==> config.mk <==
export PLATFORM = sky130hd
export DESIGN_NAME = cache_arbiter
export DESIGN_NICKNAME = d
export VERILOG_FILES = /design/src/rtl/cache_arbiter_pkg.sv /design/src/rtl/line_burst_buffer.sv /design/src/rtl/cache_arbiter.sv
export SDC_FILE = /design/constraint.sdc
export NUM_CORES = 1
export LEC_CHECK = 0
export BUFFER_PORTS_ARGS = -buffer_cell sky130_fd_sc_hd__buf_2
export CORE_AREA = 3 3 389 391
export CTS_CLUSTER_SIZE = 40
export DETAILED_ROUTE_END_ITERATION = 6
export DIE_AREA = 0 0 392 394
export PLACE_DENSITY_LB_ADDON = 0.08
export SYNTH_ARGS = -nofsm -noshare
export SYNTH_HDL_FRONTEND = slang
export SYNTH_HIERARCHICAL = 1
export SYNTH_SLANG_ARGS = --single-unit
==> constraint.sdc <==
create_clock -name clk -period 2.7 [get_ports clk]
set_input_delay 0.54 -clock clk [delete_from_list [all_inputs] [get_ports clk]]
set_output_delay 0.54 -clock clk [all_outputs]
set_load 0.005 [all_outputs]
==> src/rtl/cache_arbiter_pkg.sv <==
// Shared types and width constants for the I/D cache-miss arbiter.
// Latency: n/a (types only).
// Backpressure: n/a (types only).
package arb_types;

    localparam int ARB_BEATS  = 4;
    localparam int ARB_BEAT_W = 64;
    localparam int ARB_LINE_W = 256;

    typedef enum logic [2:0] {
        IDLE,
        I_RD,
        D_RD,
        D_WR,
        DONE
    } arb_state_t;

    typedef enum logic {
        GRANT_I,
        GRANT_D
    } grant_t;

    // Clear the byte-offset bits so the burst base lands on a line boundary.
    function automatic logic [31:0] line_align(input logic [31:0] addr);
        return addr & ~32'(ARB_LINE_W / 8 - 1);
    endfunction

endpackage

==> src/rtl/line_burst_buffer.sv <==
// Line register plus beat counter: assembles read beats, serves write beats.
// Latency: read beat stored on the edge it arrives; write beat is combinational from the counter.
// Backpressure: counter advances only on an accepted/returned beat (i_beat_en).
module line_burst_buffer #(
    parameter int BEATS  = 4,
    parameter int BEAT_W = 64,
    parameter int LINE_W = 256
) (
    input  logic              clk,
    input  logic              rst,
    input  logic              i_load,
    input  logic [LINE_W-1:0] i_load_line,
    input  logic              i_beat_en,
    input  logic              i_beat_wr,
    input  logic [BEAT_W-1:0] i_rbeat,
    output logic [LINE_W-1:0] o_line,
    output logic [BEAT_W-1:0] o_wbeat,
    output logic              o_last_beat
);

    localparam int CNT_W = (BEATS > 1) ? $clog2(BEATS) : 1;

    logic [CNT_W-1:0]  r_count;
    logic [LINE_W-1:0] r_line;
    logic              w_at_last;

    assign w_at_last   = (r_count == CNT_W'(BEATS - 1));
    assign o_last_beat = i_beat_en && w_at_last;
    assign o_line      = r_line;
    assign o_wbeat     = r_line[int'(r_count) * BEAT_W +: BEAT_W];

    // Beat counter wraps to 0 on the final beat so the next burst starts at slice 0.
    always_ff @(posedge clk) begin
        if (rst) begin
            r_count <= '0;
        end else if (i_beat_en) begin
            r_count <= w_at_last ? '0 : r_count + CNT_W'(1);
        end
    end

    // Line register: whole-line load for writebacks, per-beat insert for fills.
    always_ff @(posedge clk) begin
        if (rst) begin
            r_line <= '0;
        end else if (i_load) begin
            r_line <= i_load_line;
        end else if (i_beat_en && i_beat_wr) begin
            r_line[int'(r_count) * BEAT_W +: BEAT_W] <= i_rbeat;
        end
    end

endmodule

==> src/rtl/cache_arbiter.sv <==
// Merges I-side fills and D-side fills/writebacks onto one burst memory port.
// Latency: request in IDLE at t -> strobe at t+1; last beat at u -> client resp at u+1.
// Backpressure: bursts pace on pmem_resp; clients hold requests until their resp pulse.
module cache_arbiter
    import arb_types::*;
#(
    parameter int BEATS  = ARB_BEATS,
    parameter int BEAT_W = ARB_BEAT_W,
    parameter int LINE_W = ARB_LINE_W   // must equal BEATS*BEAT_W
) (
    input  logic              clk,
    input  logic              rst,
    input  logic              i_read,
    input  logic [31:0]       i_addr,
    output logic [LINE_W-1:0] i_rdata,
    output logic              i_resp,
    input  logic              d_read,
    input  logic              d_write,
    input  logic [31:0]       d_addr,
    input  logic [LINE_W-1:0] d_wdata,
    output logic [LINE_W-1:0] d_rdata,
    output logic              d_resp,
    output logic              pmem_read,
    output logic              pmem_write,
    output logic [31:0]       pmem_address,
    output logic [BEAT_W-1:0] pmem_wdata,
    input  logic [BEAT_W-1:0] pmem_rdata,
    input  logic              pmem_resp
);

    arb_state_t r_state;
    arb_state_t w_next_state;
    grant_t     r_last_grant;
    grant_t     r_grant;
    grant_t     w_grant;
    logic       w_grant_vld;
    logic [31:0] r_addr;

    logic              w_i_pend;
    logic              w_d_pend;
    logic              w_rd_state;
    logic              w_wr_state;
    logic              w_beat_en;
    logic              w_load;
    logic              w_last_beat;
    logic [LINE_W-1:0] w_line;

    assign w_i_pend   = i_read;
    assign w_d_pend   = d_read || d_write;
    assign w_rd_state = (r_state == I_RD) || (r_state == D_RD);
    assign w_wr_state = (r_state == D_WR);

    // Beats only count inside a burst; stray pmem_resp elsewhere is dropped here.
    assign w_beat_en  = pmem_resp && (w_rd_state || w_wr_state);
    assign w_load     = w_grant_vld && (w_grant == GRANT_D) && d_write;

    assign pmem_read    = w_rd_state;
    assign pmem_write   = w_wr_state;
    assign pmem_address = r_addr;
    assign i_rdata      = w_line;
    assign d_rdata      = w_line;
    assign i_resp       = (r_state == DONE) && (r_grant == GRANT_I);
    assign d_resp       = (r_state == DONE) && (r_grant == GRANT_D);

    line_burst_buffer #(
        .BEATS  (BEATS),
        .BEAT_W (BEAT_W),
        .LINE_W (LINE_W)
    ) u_buf (
        .clk         (clk),
        .rst         (rst),
        .i_load      (w_load),
        .i_load_line (d_wdata),
        .i_beat_en   (w_beat_en),
        .i_beat_wr   (w_rd_state),
        .i_rbeat     (pmem_rdata),
        .o_line      (w_line),
        .o_wbeat     (pmem_wdata),
        .o_last_beat (w_last_beat)
    );

    // State, grant history and latched line address.
    always_ff @(posedge clk) begin
        if (rst) begin
            r_state      <= IDLE;
            r_last_grant <= GRANT_I;
            r_grant      <= GRANT_I;
            r_addr       <= '0;
        end else begin
            r_state <= w_next_state;
            if (w_grant_vld) begin
                r_last_grant <= w_grant;
                r_grant      <= w_grant;
                r_addr       <= (w_grant == GRANT_I) ? line_align(i_addr) : line_align(d_addr);
            end
        end
    end

    // Round-robin arbitration in IDLE; burst states exit on the final beat.
    always_comb begin
        w_next_state = r_state;
        w_grant_vld  = 1'b0;
        w_grant      = GRANT_I;
        case (r_state)
            IDLE: begin
                if (w_i_pend && w_d_pend) begin
                    w_grant     = (r_last_grant == GRANT_I) ? GRANT_D : GRANT_I;
                    w_grant_vld = 1'b1;
                end else if (w_d_pend) begin
                    w_grant     = GRANT_D;
                    w_grant_vld = 1'b1;
                end else if (w_i_pend) begin
                    w_grant     = GRANT_I;
                    w_grant_vld = 1'b1;
                end
                if (w_grant_vld) begin
                    if (w_grant == GRANT_I) begin
                        w_next_state = I_RD;
                    end else if (d_write) begin
                        // read+write together is treated as a writeback
                        w_next_state = D_WR;
                    end else begin
                        w_next_state = D_RD;
                    end
                end
            end
            I_RD, D_RD, D_WR: begin
                if (w_last_beat) begin
                    w_next_state = DONE;
                end
            end
            DONE: begin
                w_next_state = IDLE;
            end
            default: begin
                w_next_state = IDLE;
            end
        endcase
    end

endmodule

==> metrics.csv, run 1 <==
metric,value,unit
status,"complete, no violations",
period_needed,2700,ps
synth_compound_area_frac,0.196,
firstDrtPassIters,6,
synth_top_family_by_area,compound AO/OA/AOI/OAI gates,
synthArstFlopShare,0,
viasPerCell,3.96,
dieArea,0.154,mm^2
synth_cell_types,56,
antenna_found_initial,45,
path_buf_inv,3,
synth_mux_area_frac,0.132,
start_kind,flip-flop,
path_cells,buf_4 > bufbuf_16 > mux4_2 > buf_2,
core,0.148,mm^2
maxCapViolations,0,
die_w,392,um
syn2layout_area_growth,46.8,%
place_ws,104,ps
cts_tree,done,
multiInputGateArea,0.00835,mm^2
min_from,d_wdata[36],
fillers,16700,
grt_overflow,0,
rr_startpoint,u_buf/r_count[0],
p_comb_frac,0.304,
row_count,141,
synth_ff_type,dfxtp_1,
cp.arrival,2160,ps
wirelength,121000,um
setup_viol_count_final,0,
rsz0062_at_grt,yes,
cp_slowest_cell,mux4_2,
cts_buffers,45,
pin_count,1002,
grt_pass1_vias,18400,
drt_iter0_drc,959,
p_seq_frac,0.328,
p_per_area,663,mW/mm^2
min_period_over_period,1.00,
critPathLaunch,u_buf/r_count[0],
ir_drop,0.000377,V
tightest_slew,618,ps
layout_setup_ws,0.320,ps
post_drt_wl_per_cell,26.5,um
dp.final_hpwl,87200,um
ys_seq_elements,289,
grt_max_degree,65,
synth_fa_ha_area_frac,0.00365,
end_kind,primary output,
drive_gt1_frac,0.537,
synth-edff-count,0,
die-height,394,um
busiest_layer,met2,
critical-path-top-delay-family,buffers and inverters,
root_buffer,clkbuf_16,
final_nets,2967,
start_util,0.116,
max_freq,0.370,GHz
yosysWarnings,6,
syn_area,0.0171,mm^2
route.detailed.drc,0,
hold_class,in2reg,
critPathKind,reg2out,
vias,18000,
clockBufferDepth,3,
htreeDepth,2,
regArea,0.00579,mm^2
track_usage,0.148,
grt_pass1_wl,161000,um
io_buffers,986,
cts.sinks,289,
cts_hold_buf,0,
syn_inst,1857,
fin_cells,4553,
clock_latency,600,ps
clk_pin_slew_worst_paths,60,ps
synth_xor_area_frac,0.000512,
max_stage_delay,580,ps
grtUsageMet3,0.0293,
place.gp.congestion,0.799,
slew_violations,0,
cp_max_fo,4,
avgSynthCellArea,9.22,um^2
finClkSkew,28.0,ps
yosys.area_share.simple,0.148,
swShare,0.350,
worstPathRequired,2160,ps
p_sw,5.84,mW
cellLeakagePower,11.1,nW
internal-power,10.8,mW
holdWs,166,ps
grtUsageMet2,0.268,
use_met1,0.179,
ys_seq_area_frac,0.338,
place_inst,4417,
clkPwrFrac,0.368,
antenna_left,0,
hold_viol_final,0,
slew_headroom,0.587,
-- path summary, 6_finish.rpt --
kind                            depth (start not counted)  slack (ps)          endpoint
worst max-delay path                                    4         0.3    pmem_wdata[15]
worst min-delay path                                    3         170  u_buf/o_line[36]
worst max register to register                          9         230  u_buf/o_line[94]
worst min register to register                          2         510  u_buf/o_line[82]
-- layout make-up --
| type | count | share of cell area |
|---|---|---|
| Tap cell | 1930 | 0.0961 |
| Timing Repair Buffer | 1106 | 0.270 |
| Multi-Input combinational cell | 1062 | 0.332 |
| Antenna cell | 19 | 0.00189 |
| Sequential cell | 289 | 0.231 |
| Clock inverter | 9 | 0.00508 |
| Clock buffer | 70 | 0.0538 |
| Inverter | 68 | 0.0104 |
-- flip-flops by register name, indices dropped and copies added (netlist names) --
register	cells
u_buf/o_line	256
pmem_address	27
r_grant	1
r_state	3
u_buf/r_count	2
-- tightest hold or removal path, stage by stage --
cell,delay [ps]
buf_2,70
a22oi_1,50
o21ai_1,60
-- synthesized netlist by cell type (all sizes together) (2+ instances only) --
cell type	instances	share of area
o22ai	22	0.0080
inv	67	0.015
o211ai	12	0.0053
nor3b	3	0.0013
o21ai	113	0.033
mux2i	81	0.047
a32oi	53	0.027
nand2b	75	0.027
a21oi	30	0.0088
a22oi	49	0.021
mux4	64	0.084
and2	2	0.00088
a311oi	28	0.022
ha	5	0.0037
and3b	2	0.0010
buf	366	0.15
nand4b	3	0.0019
a221oi	64	0.033
clkbuf	76	0.017
nor2	60	0.013
dfxtp	289	0.34
nor3	123	0.051
nand2	116	0.025
a31o	69	0.035
and4b	2	0.0014
nand3	64	0.019
-- power groups by stage --
| stage | clock, mW | sequential, mW | combinational, mW |
|---|---|---|---|
| after floorplan | 0 | 5.29 | 2.71 |
| after global placement | 0 | 5.57 | 4.89 |
| after detailed placement | 0 | 5.60 | 4.83 |
| after CTS | 6.44 | 5.51 | 5.16 |
| after global routing | 6.57 | 5.55 | 5.50 |
| final | 6.13 | 5.48 | 5.06 |
-- kinds of logic (layout without fill, tap and decap cells) --
family | Yosys count | in the layout
simple gates | 462 | 462
compound gates | 444 | 444
other cells | 1 | 24
fa+ha+maj | 5 | 5
buf+inv | 510 | 1253
mux | 145 | 145
xor+xnor | 1 | 1
flops | 289 | 289
-- cell usage in the layout, fill, tap and decap left out, drive strengths merged, types with 69 or more instances in the layout --
cell	instances
a31o	69
buf	1099
clkbuf	72
dfxtp	289
inv	69
mux2i	81
nand2	116
nand2b	75
nor3	123
o21ai	113
-- stage by stage --
| step | setup TNS (ps) | cell area [um^2] | util | power, mW |
|---|---|---|---|---|
| after detailed placement | 0 | 22900 | 0.155 | 10.4 |
| after global placement | 0 | 22900 | 0.155 | 10.5 |
| after floorplan | 0 | 17100 | - | 8.00 |
| after global routing | -2170 | 25100 | 0.170 | 17.6 |
| final | 0 | 25100 | 0.170 | 16.7 |
| after CTS | -2420 | 25000 | 0.169 | 17.1 |
-- routing by layer --
layer  share of wire  vias up  wire [um]
li1                -     8017          -
met1            0.41     9044      49700
met2            0.51      827      61000
met3           0.061      132       7400
met4           0.020       14       2390
met5         0.00079        -         95
-- what timing repair did --
| action | in CTS | in global routing |
|---|---|---|
| pin swaps | 0 | 0 |
| endpoints found under the hold margin | 0 | 0 |
| buffers inserted | 22 | 9 |
| cloned | 7 | 2 |
| endpoints found under the setup margin | 63 | 61 |
| resized for setup | 37 | 10 |
No activity file was read; power rests on OpenSTA's default activity.
==> run 2, diff against run 1 <==
GPL_TIMING_DRIVEN = 0   (was default)
SLEW_MARGIN = 20   (was default)
==> metrics.csv, run 2 (same netlist as run 1, synthesis figures left out) <==
metric,value,unit
status,finished with violations,
violations,negative setup slack,
min_from,d_wdata[2],
dp.final_hpwl,111000,um
clock_latency,610,ps
antenna_found_initial,61,
cp.arrival,2210,ps
setup_tns,-134,ps
core,0.148,mm^2
holdPathEnd,u_buf/o_line[2],
place_inst,4779,
largest_register_ffs,256,
finClkSkew,23.8,ps
drt_iter0_drc,899,
io_buffers,986,
wirelength,141000,um
clk_pin_slew_worst_paths,50,ps
pin_count,1002,
p_per_area,654,mW/mm^2
hold_class,in2reg,
critical-path-top-delay-family,buffers and inverters,
die_w,392,um
ff2ff_path_depth,8,
path_buf_inv,4,
grtUsageMet3,0.0345,
place_ws,-2360,ps
path_cells,buf_8 > buf_12 > buf_16 > mux4_2 > buf_6,
vias,19000,
period_needed,2750,ps
cts_tree,done,
cellLeakagePower,12.5,nW
htreeDepth,2,
post_drt_wl_per_cell,28.8,um
route.detailed.drc,0,
ir_drop,0.000471,V
fin_util,0.182,
dieArea,0.154,mm^2
cp_max_fo,6,
worstPathRequired,2160,ps
cp_slowest_cell,mux4_2,
die-height,394,um
firstDrtPassIters,5,
hold_viol_final,0,
use_met1,0.216,
start_util,0.116,
grt_overflow,0,
min_period_over_period,1.02,
start_kind,flip-flop,
holdWs,158,ps
antenna_left,0,
setup_viol_count_final,7,
critPathKind,reg2out,
maxCapViolations,0,
drive_gt1_frac,0.581,
viasPerCell,3.87,
fillers,16900,
row_count,141,
rrSetupSlack,130,ps
grtUsageMet2,0.316,
root_buffer,clkbuf_16,
mostFrequentLayoutCells,"1,005 x buf_2, 305 x buf_4, 287 x dfxtp_1",
syn2layout_area_growth,57.4,%
clockBufferDepth,3,
final_common_cell,buf_2,
grt_pass1_wl,184000,um
slew_headroom,0.293,
track_usage,0.175,
busiest_layer,met2,
fin_cells,4895,
final_nets,3307,
regToRegEndpoint,u_buf/o_line[192],
rr_startpoint,r_state[1],
place.gp.congestion,0.763,
grt_pass1_vias,19400,
end_kind,primary output,
layout_setup_ws,-52.8,ps
tightest_slew,1060,ps
max_stage_delay,580,ps
grt_max_degree,13,
cts.sinks,289,
cts_buffers,47,
max_freq,0.363,GHz
rsz0062_at_grt,yes,
whs_path_depth,3,
slew_violations,0,
run 2: how the worst max path moves through the flow:
stage	start	to	slack [ps]	cells past startpoint
4_1_cts	u_buf/r_count[0]	pmem_wdata[25]	-120	4
3_5_place_dp	u_buf/r_count[1]	u_buf/o_line[50]	-2360	9
3_3_place_gp	u_buf/r_count[1]	u_buf/o_line[231]	-2690	8
6_report	u_buf/r_count[0]	pmem_wdata[47]	-50	5
2_1_floorplan	d_write	u_buf/o_line[203]	210	10
5_1_grt	u_buf/r_count[0]	pmem_wdata[47]	-120	5
run 2: tightest hold or removal path, cell delays in order:
cell,delay (ps)
buf_2,70
a22oi_1,50
o21ai_1,60
run 2: what timing repair did:
action	4_1_cts	5_1_grt
gates cloned	1	0
resized for setup	189	22
hold buffers	0	0
buffers inserted	17	0
pin swaps	5	0
setup endpoints to repair	321	308
run 2: cell type report:
cell class / count / area (um^2) / share of cell area
diodes: 17 / 42.5 / 0.00158
plain buffers: 438 / 3270 / 0.121
clock buffers: 70 / 1410 / 0.0521
clock inverters: 15 / 163 / 0.00604
inverters: 68 / 260 / 0.00966
multi-input cells: 1062 / 8330 / 0.309
flip-flops and latches: 289 / 5790 / 0.215
well taps: 1930 / 2410 / 0.0896
repair buffers: 1006 / 5270 / 0.196
run 2: metrics by stage:
step	total power [mW]	area, um^2
5_1_grt	18.6	26900
6_report	17.6	26900
4_1_cts	18.1	26800
3_3_place_gp	11.2	24500
3_5_place_dp	11.2	24500
2_1_floorplan	8.00	17100
run 2: report_power, final:
group / internal (mW) / switching (mW) / leakage (nW) / total (mW)
Combinational: 2.65 / 2.94 / 9.36 / 5.59
Sequential: 4.77 / 0.804 / 2.37 / 5.58
Clock: 3.86 / 2.60 / 0.759 / 6.47
Total: 11.3 / 6.34 / 12.5 / 17.6
run 2: metal layers:
layer,vias to the layer above,share of wire
met5,-,0.0015
met4,32,0.012
met3,139,0.058
met2,728,0.51
met1,9392,0.42
li1,8676,-
